==> config.mk <==
export PLATFORM = sky130hd
export DESIGN_NAME = aes_leak_guard
export DESIGN_NICKNAME = d
export VERILOG_FILES = /design/src/rtl/aes_leak_guard.sv
export SDC_FILE = /design/constraint.sdc
export NUM_CORES = 2
export LEC_CHECK = 0
export BUFFER_PORTS_ARGS = -buffer_cell sky130_fd_sc_hd__buf_4
export CAP_MARGIN = 20
export CORE_MARGIN = 2
export CORE_UTILIZATION = 62
export DETAILED_ROUTE_END_ITERATION = 8
export HOLD_SLACK_MARGIN = 0.08
export PLACE_DENSITY_LB_ADDON = 0.08
export SLEW_MARGIN = 5
export SYNTH_ARGS = -nofsm -noshare
export SYNTH_HDL_FRONTEND = slang
export SYNTH_SLANG_ARGS = --single-unit
==> constraint.sdc <==
create_clock -name clk -period 66.3 [get_ports clk]
set_input_delay 13.26 -clock clk [delete_from_list [all_inputs] [get_ports clk]]
set_output_delay 13.26 -clock clk [all_outputs]
set_load 0.02 [all_outputs]
==> src/rtl/aes_leak_guard.sv <==
// Output guard for a block-cipher core: masks key leaks, watched patterns and
// stuck output words, latching a sticky alarm and logging each detection.

module aes_leak_guard_slot #(
    parameter int WIDTH = 128
) (
    input  logic             clk,
    input  logic             rst,
    input  logic             we_i,
    input  logic [WIDTH-1:0] wdata_i,
    input  logic [WIDTH-1:0] din_i,
    input  logic             en_i,
    output logic             hit_o
);
    logic [WIDTH-1:0] pat_q;

    always_ff @(posedge clk or posedge rst) begin
        if (rst)       pat_q <= '0;
        else if (we_i) pat_q <= wdata_i;
    end

    // Compare sees the pre-write value, so a new pattern is live next cycle.
    assign hit_o = en_i && (din_i == pat_q);
endmodule

module aes_leak_guard #(
    parameter int WIDTH   = 128,
    parameter int NPAT    = 4,
    parameter int CNT_W   = 16,
    parameter int STUCK_N = 8
) (
    input  logic                                   clk,
    input  logic                                   rst,
    input  logic [WIDTH-1:0]                       key,
    input  logic [WIDTH-1:0]                       din,
    input  logic                                   din_valid,
    output logic [WIDTH-1:0]                       dout,
    output logic                                   dout_valid,
    input  logic                                   pat_we,
    input  logic [((NPAT > 1) ? $clog2(NPAT) : 1)-1:0] pat_idx,
    input  logic [WIDTH-1:0]                       pat_data,
    input  logic [NPAT-1:0]                        pat_en,
    input  logic                                   alarm_clr,
    output logic                                   alarm,
    output logic [2:0]                             alarm_src,
    output logic [((NPAT > 1) ? $clog2(NPAT) : 1)-1:0] last_idx,
    output logic [CNT_W-1:0]                       event_cnt,
    output logic                                   stuck
);
    localparam int IW = (NPAT > 1) ? $clog2(NPAT) : 1;
    localparam int RW = $clog2(STUCK_N + 1);
    localparam logic [RW-1:0] RUN_MAX = RW'(STUCK_N);

    logic [NPAT-1:0] hit;

    // Out-of-range pat_idx matches no slot, so the write is dropped.
    for (genvar i = 0; i < NPAT; i++) begin : g_slot
        aes_leak_guard_slot #(.WIDTH(WIDTH)) u_slot (
            .clk     (clk),
            .rst     (rst),
            .we_i    (pat_we && (pat_idx == IW'(i))),
            .wdata_i (pat_data),
            .din_i   (din),
            .en_i    (pat_en[i]),
            .hit_o   (hit[i])
        );
    end

    logic [WIDTH-1:0] prev_q, prev_d;
    logic [RW-1:0]    run_q, run_d;
    logic [WIDTH-1:0] dout_q, dout_d;
    logic             dv_q;
    logic             alarm_q, alarm_d;
    logic [2:0]       src_q, src_d;
    logic [IW-1:0]    last_q, last_d;
    logic [CNT_W-1:0] cnt_q, cnt_d;
    logic             stuck_q, stuck_d;
    logic             leak, pmatch, stk, det;
    logic [IW-1:0]    hit_idx;

    // run_q == 0 means no valid word seen since reset.
    always_comb begin
        prev_d = prev_q;
        run_d  = run_q;
        if (din_valid) begin
            prev_d = din;
            if (run_q != '0 && din == prev_q)
                run_d = (run_q == RUN_MAX) ? RUN_MAX : run_q + RW'(1);
            else
                run_d = RW'(1);
        end
    end

    always_comb begin
        hit_idx = '0;
        for (int i = NPAT - 1; i >= 0; i--)
            if (hit[i]) hit_idx = IW'(i);
    end

    assign leak    = din_valid && (din == key);
    assign pmatch  = din_valid && (|hit);
    assign stk     = din_valid && (run_d >= RUN_MAX);
    assign det     = leak || pmatch || stk;
    assign stuck_d = (run_d >= RUN_MAX);

    always_comb begin
        dout_d  = (det || alarm_q) ? '0 : din;
        alarm_d = alarm_q;
        src_d   = src_q;
        last_d  = pmatch ? hit_idx : last_q;
        cnt_d   = cnt_q;
        // A same-cycle clear drops the old causes but the new ones still land.
        if (det) begin
            alarm_d = 1'b1;
            src_d   = (alarm_clr ? 3'b000 : src_q) | {stk, pmatch, leak};
            if (cnt_q != '1) cnt_d = cnt_q + CNT_W'(1);
        end else if (alarm_clr) begin
            alarm_d = 1'b0;
            src_d   = 3'b000;
        end
    end

    always_ff @(posedge clk or posedge rst) begin
        if (rst) begin
            prev_q  <= '0;
            run_q   <= '0;
            dout_q  <= '0;
            dv_q    <= 1'b0;
            alarm_q <= 1'b0;
            src_q   <= 3'b000;
            last_q  <= '0;
            cnt_q   <= '0;
            stuck_q <= 1'b0;
        end else begin
            prev_q  <= prev_d;
            run_q   <= run_d;
            dout_q  <= dout_d;
            dv_q    <= din_valid;
            alarm_q <= alarm_d;
            src_q   <= src_d;
            last_q  <= last_d;
            cnt_q   <= cnt_d;
            stuck_q <= stuck_d;
        end
    end

    assign dout       = dout_q;
    assign dout_valid = dv_q;
    assign alarm      = alarm_q;
    assign alarm_src  = src_q;
    assign last_idx   = last_q;
    assign event_cnt  = cnt_q;
    assign stuck      = stuck_q;
endmodule

==> run metrics <==
GR Util met3 approximately 42%; Leakage a little over 0.02 uW; largest cells by area after synthesis dfrtp_1, mux2_2, xnor2_1; Post-Syn Nets between 3000 and 4000; highest-count cells in the layout ignoring fill and taps dfrtp_1, mux2_2, buf_4, xnor2_1, nand2b_1; share of layout cells above drive strength 1 between 30 and 40%; internal power 981 uW; register area about 0.02 mm2; CP Data Required Time between 60 and 70 ns; Syn Inst Count 3586; hpwl dp 161 mm; Yosys reg bits approximately 800; setup_tns 0 ns; startpoint types primary input; Final Max Tran Viols 0; clock sinks about 800; total wire length ~220 mm; Via Count 37691; final non-filler cell total 4976; post-synthesis cell area between 0.04 and 0.05 mm2; area grow syn2layout 18.6%; cts hold-fix bufs 0; # port buffers 546; top cell type by total area after synthesis dfrtp_1; Post-CTS Resized 0; TritonCTS clock tree built; Remaining Overflow, GRT 0; CTS max path bufs 3; met2 GRT Util 84.6%; initial antenna violation count 25; core region area about 0.066 mm2; net switching power around 530 uW; multi-input logic area 0.0198 mm2; DRC violation total after the first TritonRoute iteration around 6900; Final Hold Fails 0; ys flop type dfrtp_1; clock root buffer clkbuf_16; vias per cell around 7.6; global-route wire length before repair a little under 300 mm; worst slew pin tran roughly 1.4 ns; Yosys cell types 64; failing checks design-rule violations; Clock Latency Late Sink 0.69 ns; Clk network pwr share about a third; Die W roughly 260 um; yosys warns 0; H-tree depth 3; Comb pwr share between 20% and 30%; Power Density 31.0 mW/mm2; VDD IR max 0.0285 mV; final-stage net count 4423; WL/cell between 40 and 50 um; grt peak-use layer met2; Die ar. between 0.06 and 0.07 mm2; dpl cells approximately 4800; share of the synthesized area in the top cell type a little under 50%; DRT Pass-1 Iters 9; Worst Skew 0.0324 ns; sequential share of power between 40% and 50%; Max Fanout on Critical Path 66; Initial Util between 60% and 70%; Worst slew margin 5.47%; status complete, but fails checks; Rows 94; Hold Slack ~0.52 ns; sw frac 35.0%; pin count of the biggest net entering global routing about 140; GRT Util Overall 64.8%; DR DRC count 28; met1 Use GR between 70 and 80%; Setup CP Type primary input to flop; fillers roughly 4300; ys async rst share 100%; CP Data Arrival Time 18.44 ns; chip height between 200 and 300 um; TritonCTS buffer count 82; Avg Cell Area, Syn 11.4 um2; max-cap violations 0; Antenna Nets Post-Route 0; number of enable flip-flop cells after synthesis 0; hold crit path type flop to flop; Finish-stage setup viols 0; GPL Wtd Cong around 1.1; io pins approximately 550; Tcrit/Tclk final between 20% and 30%; Reg clk slew, reported paths roughly 0.06 ns; Crit. End Element flop; vias in the first global route between 30000 and 40000; minimum clock period after layout roughly 18 ns; sequential fraction of the synthesis area roughly half; Setup Fix Bufs, Post-CTS 0; Max Fclk roughly 56 MHz; commonest non-fill, non-tap cell in the layout dfrtp_1; RSZ-0062 raised after global routing false
-- per-layer routing --
| metal | up-vias | routed length [um] |
|---|---|---|
| met5 | - | 298 |
| met1 | 18272 | 67400 |
| met2 | 4221 | 85900 |
| met3 | 1544 | 40800 |
| met4 | 18 | 29300 |
| li1 | 13636 | - |
-- area by class of cell --
class,count,share of cell area [%]
clock buffer,111,4.92
inverter,114,0.901
multi-input combinational,2450,40.8
tap,864,2.22
clock inverter,40,1.03
sequential,795,40.9
timing repair buffer,582,9.12
antenna,20,0.103
-- stage by stage --
| stage | power, uW | utilization (%) | instance area (um2) | worst slack, ns |
|---|---|---|---|---|
| after floorplan | 795 | - | 41000 | 30.72 |
| after global placement | 954 | 69.4 | 45500 | 48.58 |
| after detailed placement | 963 | 69.4 | 45500 | 48.37 |
| after CTS | 1460 | 73.8 | 48400 | 48.94 |
| after global routing | 1520 | 74.0 | 48600 | 48.71 |
| final | 1510 | 74.1 | 48600 | 48.40 |
-- Yosys cell counts, drive strengths merged (38+ instances only) --
master	instances
xor2	93
nor2b	57
mux2	637
clkbuf	208
dfrtp	795
and2	75
nor4	152
o2111ai	44
nor3	38
xnor2	385
nand3	50
nand4	278
nand2	78
nand2b	348
inv	114
-- worst paths after layout --
kind	from	to	slack, ns	cells after the start
worst max-delay path	din[126]	dout[4]	48.40	11
worst min-delay path	g_slot[1].u_slot.pat_q[0]	g_slot[1].u_slot.pat_q[0]	0.52	1
worst max register to register	g_slot[2].u_slot.pat_q[126]	dout[4]	61.02	10
worst min register to register	g_slot[1].u_slot.pat_q[0]	g_slot[1].u_slot.pat_q[0]	0.52	1
max in group asynchronous	rst	g_slot[2].u_slot.pat_q[29]	50.02	5
min in group asynchronous	rst	dout[92]	12.72	2
-- sequential cells by signal, indices dropped and copies added (netlist names), named ones only --
signal	count
g_slot.u_slot.pat_q	512
dout	128
prev_q	128
event_cnt	16
alarm_src	3
run_q	3
last_idx	2
alarm	1
dout_valid	1
-- cell families (layout without fill, tap and decap cells) --
family	Yosys count	after routing	synth area share (%)
other cells	0	20	0
buf+inv	341	847	3.18
simple gates	1150	1150	16.9
mux	637	637	17.5
xor+xnor	478	478	10.2
fa+ha+maj	3	3	0.0916
flops	795	795	48.5
compound gates	182	182	3.60
-- worst max-delay path: stages --
cell and delay [ns]:
buf_4 0.42, xor2_1 0.21, nor4_1 1.18, nand4_1 0.27, or3_1 0.49, nor4_1 0.75, o41a_2 0.25, buf_4 0.58
nor3_2 0.25, buf_4 0.38, and2_1 0.29
-- power groups by stage --
stage / logic [uW] / clock network [uW] / registers [uW]
2_1_floorplan: 188 / 0 / 607
4_1_cts: 334 / 497 / 627
3_3_place_gp: 325 / 0 / 629
5_1_grt: 362 / 518 / 636
6_report: 366 / 507 / 636
3_5_place_dp: 329 / 0 / 634
Note: power is estimated with default switching activity, not from simulation.
